File: config.mk
export PLATFORM = sky130hd
export DESIGN_NAME = radix2_stage_sequencer
export DESIGN_NICKNAME = d
export VERILOG_FILES = /design/src/rtl/radix2_stage_sequencer.sv
export SDC_FILE = /design/constraint.sdc
export NUM_CORES = 1
export LEC_CHECK = 0
export CAP_MARGIN = 20
export CORE_MARGIN = 2
export CORE_UTILIZATION = 55
export CTS_BUF_LIST = sky130_fd_sc_hd__clkbuf_4 sky130_fd_sc_hd__clkbuf_8
export CTS_CLUSTER_DIAMETER = 200
export DETAILED_ROUTE_END_ITERATION = 8
export PLACE_DENSITY_LB_ADDON = 0.05
export SETUP_SLACK_MARGIN = 0.4
export SYNTH_ARGS = -nofsm -noshare
export SYNTH_HDL_FRONTEND = slang
export SYNTH_SLANG_ARGS = --single-unit
File: constraint.sdc
create_clock -name clk -period 7.15 [get_ports clk]
set_input_delay 1.43 -clock clk [delete_from_list [all_inputs] [get_ports clk]]
set_output_delay 1.43 -clock clk [all_outputs]
set_load 0.02 [all_outputs]
File: src/rtl/radix2_stage_sequencer.sv
// rtl/radix2_stage_sequencer.sv - in-place radix-2 DIT FFT stage/butterfly address sequencer
module radix2_stage_sequencer #(
  parameter int N_LOG2   = 4,
  parameter int PIPE_LAT = 3,
  localparam int SW      = $clog2(N_LOG2 + 1)
) (
  input  logic              clk,
  input  logic              rst_n,
  input  logic              start,
  input  logic              bf_valid,
  output logic              busy,
  output logic              done,
  output logic              rd_en,
  output logic [N_LOG2-1:0] rd_addr1,
  output logic [N_LOG2-1:0] rd_addr2,
  output logic [N_LOG2-2:0] tw_addr,
  output logic              bf_en,
  output logic              wr_en,
  output logic [N_LOG2-1:0] wr_addr1,
  output logic [N_LOG2-1:0] wr_addr2,
  output logic [SW-1:0]     stage,
  output logic              lat_err
);

  localparam int CW = N_LOG2 - 1;
  localparam int IW = $clog2(PIPE_LAT + 2);
  localparam logic [CW-1:0] LAST_BF = {CW{1'b1}};
  localparam logic [SW-1:0] LAST_STAGE = SW'(N_LOG2 - 1);

  typedef enum logic [1:0] {S_IDLE, S_ISSUE, S_DRAIN, S_DONE} state_t;

  state_t            state, state_n;
  logic [CW-1:0]     bf_cnt;
  logic [IW-1:0]     inflight;
  logic [IW-1:0]     inflight_now;
  logic              start_acc;
  logic              stage_adv;
  logic              issuing;
  logic [PIPE_LAT-1:0] v_pipe;
  logic [N_LOG2-1:0] a1_pipe [PIPE_LAT];
  logic [N_LOG2-1:0] a2_pipe [PIPE_LAT];
  logic [N_LOG2-1:0] cnt_ext, span, pos, grp, base1, tw_full;

  assign issuing  = (state == S_ISSUE);
  assign busy     = (state == S_ISSUE) || (state == S_DRAIN);
  assign done     = (state == S_DONE);
  assign bf_en    = v_pipe[0];
  assign wr_en    = v_pipe[PIPE_LAT-1];
  assign wr_addr1 = a1_pipe[PIPE_LAT-1];
  assign wr_addr2 = a2_pipe[PIPE_LAT-1];

  // Outstanding butterflies once the write leaving the pipe this cycle is counted as done.
  assign inflight_now = inflight - IW'(wr_en);

  // Butterfly address pair and twiddle index for the current stage and count; zero when idle.
  always_comb begin
    cnt_ext  = N_LOG2'(bf_cnt);
    span     = N_LOG2'(1) << stage;
    pos      = cnt_ext & (span - N_LOG2'(1));
    grp      = cnt_ext >> stage;
    base1    = (grp << (stage + SW'(1))) | pos;
    tw_full  = pos << (LAST_STAGE - stage);
    rd_en    = issuing;
    rd_addr1 = issuing ? base1 : '0;
    rd_addr2 = issuing ? (base1 + span) : '0;
    tw_addr  = issuing ? tw_full[N_LOG2-2:0] : '0;
  end

  // Next-state logic; DONE also samples start so a held start restarts without a dead cycle.
  always_comb begin
    state_n   = state;
    start_acc = 1'b0;
    stage_adv = 1'b0;
    case (state)
      S_IDLE: begin
        if (start) begin
          state_n   = S_ISSUE;
          start_acc = 1'b1;
        end
      end
      S_ISSUE: begin
        if (bf_cnt == LAST_BF) state_n = S_DRAIN;
      end
      S_DRAIN: begin
        if (inflight_now == '0) begin
          if (stage == LAST_STAGE) begin
            state_n = S_DONE;
          end else begin
            state_n   = S_ISSUE;
            stage_adv = 1'b1;
          end
        end
      end
      S_DONE: begin
        if (start) begin
          state_n   = S_ISSUE;
          start_acc = 1'b1;
        end else begin
          state_n = S_IDLE;
        end
      end
      default: state_n = S_IDLE;
    endcase
  end

  // State, butterfly counter, stage index and in-flight count.
  always_ff @(posedge clk or negedge rst_n) begin
    if (!rst_n) begin
      state    <= S_IDLE;
      bf_cnt   <= '0;
      stage    <= '0;
      inflight <= '0;
    end else begin
      state    <= state_n;
      inflight <= inflight + IW'(rd_en) - IW'(wr_en);
      if (start_acc || stage_adv) bf_cnt <= '0;
      else if (issuing)           bf_cnt <= bf_cnt + CW'(1);
      if (start_acc)      stage <= '0;
      else if (stage_adv) stage <= stage + SW'(1);
    end
  end

  // Write-back delay line carrying the read strobe and address pair to the write port.
  always_ff @(posedge clk or negedge rst_n) begin
    if (!rst_n) begin
      v_pipe <= '0;
      for (int i = 0; i < PIPE_LAT; i++) begin
        a1_pipe[i] <= '0;
        a2_pipe[i] <= '0;
      end
    end else begin
      v_pipe     <= {v_pipe[PIPE_LAT-2:0], rd_en};
      a1_pipe[0] <= rd_addr1;
      a2_pipe[0] <= rd_addr2;
      for (int i = 1; i < PIPE_LAT; i++) begin
        a1_pipe[i] <= a1_pipe[i-1];
        a2_pipe[i] <= a2_pipe[i-1];
      end
    end
  end

  // Sticky latency error: butterfly valid must track the expected write tap exactly.
  always_ff @(posedge clk or negedge rst_n) begin
    if (!rst_n)                lat_err <= 1'b0;
    else if (start_acc)        lat_err <= 1'b0;
    else if (bf_valid != wr_en) lat_err <= 1'b1;
  end

endmodule
# After elaboration in Yosys (flattened, before gate mapping)
# Index checks and enable logic that the tools add are counted.
# word_totals
ff_bits	39
inputBits	4
output_inout_bits	28
word_cells	64
# classes
n_addsub	8
n_eq_ne	9
shifts	4
muxes	20
bitwise	2
n_reduce_logical	9
# ops
operator	count
$mux 3	5
$mux 1	8
$mux 2	4
$mux 4	2
$pmux 2 s4	1
$add 3x1->3 const B	2
$reduce_bool 2->1	3
$sub 3x1->3	2
$add 4x4->4	1
$and 3x4->4	1
$eq 2x2->1 const B	2
$ne 2x1->1 const B	2
$or 4x4->4	1
$shl 1x3->4 const A	1
$shl 4x3->3	1
$shl 4x3->4	1
$shr 3x3->4	1
$sub 4x1->4 const B	1
$add 3x1->3	1
$eq 3x2->1 const B	1
$eq 3x3->1 const B	1
$logic_not 3->1	1
$reduce_and 3->1	1
$sub 2x3->3 const A	1
6 further kinds	7

# Longest topological paths before layout
# Gate-level depths: netlist (run 1).
# depth
ltp_word	6
ltp_mapped	14

# Least setup slack after synthesis (run 1)
# No wires, ideal clock.
# synth_timing
path_type	reg2out
from	register stage[1]
to	output port rd_addr2[3]
t_arrival_ns	2.828
t_required_ns	5.720
path_slack_ns	2.892
path_stages_with_launch	15
n_path_buf	1
cell_sequence	dfrtp_1 buf_2 inv_1 ha_1 and2b_1 inv_1 ha_1 nor2b_1 a21oi_1 inv_1 ha_1 a21o_1 a21oi_1 xnor2_1 mux2_4
# synth_via
elab_chain_cells	6
elab_cells_between_ends	9
classes_between	3 x add/sub; 3 x shift; 1 x mux; 2 x bitwise
# synth_rtl
element	line_no	source
from (decl)	21	output logic [SW-1:0] stage,
from (signal assigned)	119	else if (stage_adv) stage <= stage + SW'(1);
$shl 1x3->4	58	span = N_LOG2'(1) << stage;
$sub 4x1->4	59	pos = cnt_ext & (span - N_LOG2'(1));
$and 3x4->4	59	
$or 4x4->4	61	base1 = (grp << (stage + SW'(1))) | pos;
$add 4x4->4 (*)	65	rd_addr2 = issuing ? (base1 + span) : '0;
$mux 4 (*)	65	
to (decl)	15	output logic [N_LOG2-1:0] rd_addr2,
# Every way passes the cells marked *; elsewhere a longest branch is shown, timed or not.

# Final worst setup path (run 1)
# layout_timing
from	register stage[0]
to	output port rd_addr2[3]
# The elaborated chain is that of the path after synthesis.

==> impl.org, run 1 <==
** Drt
- Summed over all layers, the routed wires come to approximately 3400 um.
- Dividing the detail-routed wire length by the instance count gives approximately 14 um.
- The routed design uses approximately 1700 um of met2 wire.
- After detailed routing, the number of remaining DRC violations is 0.
- Detailed-routed wire length on met3 :: 136 um
- The detailed router finished its first iteration with 79 violations.
- The detailed router put a total of around 1500 um of wire on met1.
- In this run the top signal layer used is met4.
- DR vias :: ~1200
- Vias/cell :: roughly 5.2
- Once detail routing completed, the nets flagged for antenna violations numbered 0.
- For this run, the detailed router's first-pass iteration total came to 4.

** Finish
- Commonest non-fill, non-tap cell in the layout :: sky130_fd_sc_hd__dfrtp_1
- With fillers left out, the area of the finished cells amounts to approximately 0.0023 mm^2.
- The repair_antennas step left the layout with diodes totalling 0.
- Fraction of final layout cells with drive strength greater than 1 :: 7.853%
- The library cells used most frequently in the layout, excluding fill and tap cells, are sky130_fd_sc_hd__dfrtp_1 (39), sky130_fd_sc_hd__clkdlybuf4s50_1 (30), sky130_fd_sc_hd__ha_1 (19).
- Area growth from synthesis to layout :: 18.12%
- Post-layout net count :: 215
- The finished layout holds roughly 240 standard cells, fillers aside.

** Clock network
- In this run the clock root is driven by a sky130_fd_sc_hd__clkbuf_4.
- Number of buffers added by the clock tree synthesis step :: 5
- The clock net in this run drives a total of 39 sinks.
- Clock edge transition at the registers on the reported setup and hold paths :: 0.12 ns
- Hold-fix buffers at CTS :: 0
- The H-tree was split into 2 levels.
- PostCTS Resize Cnt :: 0
- Number of buffers inserted to repair setup after CTS :: 0
- TritonCTS built the clock tree.
- Clock Path Buffers :: 2
- The later pin in the worst-skew pair is clocked with a latency of 0.34 ns.

** Worst setup path
- At the worst endpoint, the arrival time is 3.96 ns.
- Crit start category :: flip-flop
- Data on the critical path is required at its endpoint by approximately 5.7 ns.
- Of all nets on the critical path, the largest fanout is 13.
- The setup path with the least slack is of type flip-flop to primary output.
- Setup crit end kind :: primary output
- Setup slack on the worst flop-to-flop path :: 3.96 ns

** Die
- Row count :: 21
- The die covers approximately 0.0040 mm^2.
- CORE AREA :: roughly 0.0033 mm^2
- Vert. Die Dim :: about 63 um
- Top-level port count :: 32
- The die is 63.08 um wide.
- Effective utilization at floorplan :: ~58%

** Placed design
- Placed cell areas :: about 0.0022 mm^2
- Weighted congestion reported at the end of routability-driven placement :: about 0.85
- Placed Cells incl. Taps :: 229
- Detailed placement finished with a half-perimeter wire length of roughly 2500 um.
- Port bufs :: 31

** Synthesis
- By area the synthesized netlist is led by sky130_fd_sc_hd__dfrtp_1 (51%), sky130_fd_sc_hd__ha_1 (12%), sky130_fd_sc_hd__buf_4 (3.1%), sky130_fd_sc_hd__inv_1 (2.9%), sky130_fd_sc_hd__xnor2_1 (2.7%).
- Sequential element share of the synthesized area :: between 50% and 60%
- Synth Net Count :: 190
- Cell taking the most area after synthesis :: sky130_fd_sc_hd__dfrtp_1
- The cell area that synthesis handed to floorplanning was 0.001919 mm^2.
- Synthesized-area fraction occupied by xor and xnor cells :: under 10%
- Averaged over all synthesized cells, the footprint is around 12 um^2.
- The synthesized netlist devotes 7.432% of its cell area to compound gates.
- Library cells used by synthesis :: 38
- After synthesis, the largest family of logic cells by area is adder cells.
- Multiplexer cells account for under 10% of the synthesized area.
- Synthesized flop and latch total :: 39
- The synthesized netlist devotes a little under an eighth of its cell area to simple gates.
- Post-Synth Adder-Cell Area :: between 10 and 15%
- For this run, the number of Yosys warnings is 0.
- The share of synthesized area in the top cell type comes to approximately half.
- Counting every instance in the synthesized netlist gives between 150 and 200.

** Timing
- The final count of hold timing violations was 0.
- Headroom to the max-slew limit came out at between 40% and 50%.
- Total of endpoints with negative setup slack in the final report :: 0
- The final critical path takes up about three quarters of the cycle.
- Final setup skew :: a little under 0.007 ns
- Max Clk Rate :: 0.1854 GHz
- Setup repair after global routing left no endpoint under its margin.
- For the pin with the worst max-slew slack, the measured transition is between 0.8 and 0.9 ns.
- The worst path needs 5.394 ns of the cycle, external delays included.
- Total Neg Setup Slack :: 0 ns
- The number of max-slew violations in the final report was 0.

** Power
- Summing internal, switching and leakage power gives roughly 1.0 mW.
- Power spread over the standard cell area amounts to ~440 mW/mm^2.
- Across the VDD grid, the largest voltage drop is between 0.00015 and 0.0002 V.
- Leakage :: ~1.1 nW

** GRT
- Entering global routing, the biggest net connects 40 pins.
- Initial antenna violation count :: 0
- For this run, the total global-route usage over all layers was measured as around a fifth.
- The first global-routing pass estimated around 6000 um of wire.
- Global routing finished with a remaining overflow of 0.
- The via count of the first global-routing pass was ~1300.

** Outcome
- The flow ran to the end, and the final reports show no timing, DRC or antenna violations.

** Flow run
- Max Cap Violations :: 0

** Worst hold path
- The path class of the tightest hold or removal check is flip-flop to flip-flop.
[worst max-delay path, stage by stage, from the launching register on]
cell                              delay [ns]
sky130_fd_sc_hd__dfrtp_1                0.62
sky130_fd_sc_hd__inv_1                  0.20
sky130_fd_sc_hd__ha_1                   0.23
sky130_fd_sc_hd__and2b_1                0.17
sky130_fd_sc_hd__inv_1                  0.09
sky130_fd_sc_hd__ha_1                   0.23
sky130_fd_sc_hd__nor2b_1                0.22
sky130_fd_sc_hd__a21oi_1                0.14
sky130_fd_sc_hd__inv_1                  0.09
sky130_fd_sc_hd__ha_1                   0.23
sky130_fd_sc_hd__a21o_1                 0.17
sky130_fd_sc_hd__a21oi_1                0.18
sky130_fd_sc_hd__xnor2_1                0.18
sky130_fd_sc_hd__mux2_4                 0.34
sky130_fd_sc_hd__clkdlybuf4s50_1        0.54
[state kept, by name, summed over array words and instances (netlist names), 2 cells and up]
register  count
stage         3
bf_cnt        3
v_pipe        3
a2_pipe       8
state         2
a1_pipe       8
wr_addr1      4
inflight      3
wr_addr2      4
[logic make-up after synthesis]
group,Yosys count
AND/OR/NAND/NOR,41
flip-flops,39
buffers and inverters,28
AO/OA/AOI/OAI,21
adder cells (fa/ha/maj),21
XOR/XNOR,10
multiplexers,5
[report_power, final]
group / switching (mW) / total (mW) / internal (mW)
Combinational: 0.271 / 0.501 / 0.230
Clock: 0.0729 / 0.146 / 0.0736
Sequential: 0.0584 / 0.353 / 0.295
[cell usage after synthesis]
cell and n:
sky130_fd_sc_hd__dfrtp_1 39, sky130_fd_sc_hd__ha_1 19, sky130_fd_sc_hd__inv_1 15, sky130_fd_sc_hd__nor2_1 10, sky130_fd_sc_hd__buf_4 8, sky130_fd_sc_hd__nand2_1 7
sky130_fd_sc_hd__a21oi_1 6, sky130_fd_sc_hd__xnor2_1 6, sky130_fd_sc_hd__a31oi_1 5, sky130_fd_sc_hd__nor3_1 5, sky130_fd_sc_hd__and2_1 4, sky130_fd_sc_hd__mux2i_1 4
sky130_fd_sc_hd__xor2_1 4, sky130_fd_sc_hd__a211oi_1 2, sky130_fd_sc_hd__a21o_1 2, sky130_fd_sc_hd__and2b_1 2, sky130_fd_sc_hd__buf_2 2, sky130_fd_sc_hd__buf_6 2
sky130_fd_sc_hd__fa_1 2, sky130_fd_sc_hd__nand2b_1 2, sky130_fd_sc_hd__nand4b_1 2, sky130_fd_sc_hd__a2111oi_0 1, sky130_fd_sc_hd__a2bb2oi_1 1, sky130_fd_sc_hd__a32o_1 1
sky130_fd_sc_hd__and2_2 1, sky130_fd_sc_hd__and3_1 1, sky130_fd_sc_hd__clkbuf_1 1, sky130_fd_sc_hd__mux2_4 1, sky130_fd_sc_hd__nand3_1 1, sky130_fd_sc_hd__nor2b_1 1
sky130_fd_sc_hd__nor4_1 1, sky130_fd_sc_hd__o21ai_0 1, sky130_fd_sc_hd__o22ai_1 1, sky130_fd_sc_hd__o22ai_2 1, sky130_fd_sc_hd__or2_2 1, sky130_fd_sc_hd__or3_1 1
sky130_fd_sc_hd__or3b_4 1, sky130_fd_sc_hd__or4b_4 1
[final cells by class]
class	instances	area [um^2]
timing repair buffer	31	305.3
multi-input combinational	98	790.8
clock inverter	3	43.79
inverter	15	56.30
clock buffer	5	37.54
fill	283	1070
tap	46	57.56
sequential	39	975.9
[stage by stage]
stage | hold slack [ns] | utilization [%] | worst slack, ns
6_report | 0.3576 | 67.94 | 1.756
5_1_grt | 0.3684 | 67.94 | 1.472
4_1_cts | 0.3643 | 67.94 | 1.743
3_5_place_dp | 0.3355 | 65.50 | 2.130
3_3_place_gp | 0.3324 | 65.50 | 2.309
2_1_floorplan | 0.3312 | - | 2.892
[worst paths after layout]
check	depth (start not counted)	to	start
worst max-delay path	14	rd_addr2[3]	stage[0]$_DFFE_PN0P_
max in group asynchronous	1	state[0]$_DFFE_PN0P_	rst_n
worst max register to register	13	a2_pipe[11]$_DFF_PN0_	stage[0]$_DFFE_PN0P_
worst min-delay path	0	wr_addr1[0]$_DFF_PN0_	a1_pipe[4]$_DFF_PN0_
worst min register to register	0	wr_addr1[0]$_DFF_PN0_	a1_pipe[4]$_DFF_PN0_
min in group asynchronous	1	a1_pipe[9]$_DFF_PN0_	rst_n
[metal layers]
metal  vias to the layer above  global-route usage, %
li1                        595                      -
met1                       610                  26.11
met2                        31                  30.72
met3                         5                  4.643
met4                         0                  6.667
met5                         -                      0
Power figures use the tool's default switching activity.
==> inputs of run 2 (changes only) <==
- clock period: 7.15 -> 5 ns (I/O delays scaled with it)
==> run 2 against run 1 <==
Net effect: wire length up 2.2%; critical path depth unchanged; first-iteration DRC count down 23%; via count down 0.48%; flip-flop and latch count unchanged; final area down 0.33%; clock power up 10%; die area unchanged; clock-buffer cell count up 1.
==> impl.org, run 2 (synthesis gave the netlist of run 1 again) <==
** Timing
- The number of max-slew violations in the final report is 0.
- Hold is met by around 0.35 ns.
- Max Clk Rate :: 0.2275 GHz
- The final count of hold timing violations is 0.
- Dividing the final minimum period by the clock period gives between 80% and 90%.
- Setup violations remaining at the end of the flow were counted as 0.
- Measured slew at the worst slew-check pin :: just over 0.8 ns
- Total Neg Setup Slack :: 0 ns
- Fin crit period :: 4.396 ns
- Clock skew on the completed layout was measured at roughly 0.012 ns.
- Setup repair after global routing could not meet its margin everywhere.
- Smallest setup slack after layout :: approximately 0.6 ns
- In this run the tightest slew margin relative to its limit is approximately 45%.

** Worst setup path
- Crit start category :: flip-flop
- Most repeated library cell on the critical path :: sky130_fd_sc_hd__ha_1
- Data on the critical path arrives at its endpoint at ~3.4 ns.
- The critical path in this run is classified as flip-flop to primary output.
- Among cell families on the critical path, the largest total delay comes from adder cells.
- Critical Path Max Stage Delay :: 0.51 ns
- Walking the worst path, the cells encountered are inv_2, ha_1, and2b_1, inv_1, ha_1, nor2b_2, a21oi_2, inv_1, ha_1, a21o_1, a21oi_1, xnor2_1, mux2_4, dlygate4sd2_1.
- The slowest stage of the critical path is the sky130_fd_sc_hd__dfrtp_2 cell.
- Setup slack on the worst flop-to-flop path :: about 2.2 ns
- Setup crit end kind :: primary output
- Number of buffers and inverters on the critical path :: 4
- In this run the worst path has a maximum fanout of 11.
- Required time of the critical path :: approximately 4.0 ns

** GRT
- Global-route wire length before repair :: 6099 um
- Congestion Overflow GR :: 0
- Entering global routing, the biggest net connects 40 pins.
- Global-route total usage across every layer :: 20.41%
- Initial antenna violation count :: 0
- The via count of the first global-routing pass came to 1294.

** Power
- Maximum VDD drop :: 0.0002669 V
- Summed over all cells, the static leakage comes to roughly 1.1 nW.
- Total power density per cell area :: 618.1 mW/mm^2

** Die
- Row count :: 21
- The die covers a little under 0.004 mm^2.
- CORE AREA :: approximately 0.0033 mm^2
- Measured along the y axis, the die boundary spans 63.08 um.
- Top-level port count :: 32
- Effective utilization at floorplan :: 57.52%
- The floorplan step set the die width to about 63 um.

** Drt
- The pre-antenna-repair detailed-routing pass consisted of 4 iterations.
- Detailed routing inserted a total of 1235 vias.
- In the final routed layout, each cell accounts on average for around 15 um.
- Overall routed net length :: roughly 3500 um
- Number of nets with antenna violations after routing :: 0
- Initial DRC count :: between 60 and 70
- Vias/cell :: around 5.2
- Post-detailed-route DRC marker count :: 0

** Finish
- 0 antenna diodes ended up in the layout.
- In the layout the commonest cells are sky130_fd_sc_hd__dfrtp_1 (38), sky130_fd_sc_hd__clkdlybuf4s50_1 (28), sky130_fd_sc_hd__ha_1 (19).
- In the final layout, the share of cells above drive strength 1 is 10.42%.
- After filler insertion, the fill cell instance count of the layout stands at approximately 270.
- The net count of the finished layout is around 220.
- The largest registers in the layout are a1_pipe (8), a2_pipe (8).
- The library cell used most frequently in the layout, excluding fill and tap cells, is sky130_fd_sc_hd__dfrtp_1.
- Area growth from synthesis to layout :: 17.73%

** Placed design
- Weighted congestion reported at the end of routability-driven placement :: roughly 0.87
- Port bufs :: 31
- After legalization and detailed placement, the total HPWL measured approximately 2500 um.
- Prior to clock tree synthesis, the placed netlist has a worst setup slack of 0.5499 ns.

** Clock network
- H-tree levels :: 2
- Number of buffers inserted to repair setup after CTS :: 0
- CTS tree :: yes
- Number of buffers added by the clock tree synthesis step :: 5
- Root buffer selected by CTS :: sky130_fd_sc_hd__clkbuf_4
- Hold repair after CTS inserted 0 buffers.
- The clock passes through at most 2 buffers.
- Clock-pin slew was measured on the worst setup and hold paths at 0.12 ns.
- Latest clock arrival within the worst-skew pair :: about 0.34 ns
- Clock Sinks :: 39

** Flow run
- Across the run, the number of max-cap violations was 0.

** Outcome
- The flow ran to the end, and the final reports show no timing, DRC or antenna violations.

** Worst hold path
- Hold WC Path Type :: flip-flop to flip-flop
[run 2: area by class of cell]
type	count	area (um^2)	share of cell area (%)
tap	46	57.56	2.547
timing repair buffer	32	314.1	13.90
inverter	15	56.30	2.492
clock inverter	2	12.51	0.5537
clock buffer	6	45.04	1.993
multi-input combinational	98	797.0	35.27
sequential	39	977.2	43.24
[run 2: repair_timing]
item,CTS,global route
resized for setup,4,2
endpoints found under the setup margin,1,2
pin swaps,0,0
[run 2: stage by stage]
step                utilization [%]  cell area, um^2  cells  power (mW)
finish                        67.72             2260    238       1.397
global route                  67.72             2260    238       1.517
CTS                           67.64             2257    238       1.404
detailed placement            65.73             2193    230       1.235
global placement              65.73             2193    230       1.208
floorplan                         -             1919    165       1.003
[run 2: routing by layer]
layer,global-route usage [%],vias to the layer above,wire length [um]
li1,-,597,-
met1,26.53,597,1576
met2,31.78,34,1645
met3,6.607,7,171
met4,8.056,0,61
met5,0,-,0
[run 2: path summary, 6_finish.rpt]
| kind | start | end | depth (start not counted) |
|---|---|---|---|
| max in group asynchronous | rst_n | stage[1]$_DFFE_PN0P_ | 1 |
| worst max register to register | stage[1]$_DFFE_PN0P_ | a2_pipe[11]$_DFF_PN0_ | 13 |
| worst max-delay path | stage[1]$_DFFE_PN0P_ | rd_addr2[3] | 14 |
| worst min register to register | a1_pipe[7]$_DFF_PN0_ | wr_addr1[3]$_DFF_PN0_ | 0 |
| min in group asynchronous | rst_n | wr_addr1[3]$_DFF_PN0_ | 1 |
| worst min-delay path | a1_pipe[7]$_DFF_PN0_ | wr_addr1[3]$_DFF_PN0_ | 0 |
[run 2: power breakdown]
part	leakage, nW	internal, mW	switching (mW)
clock network	0.0317	0.0597	0.101
logic	0.552	0.334	0.401
registers	0.515	0.422	0.0791
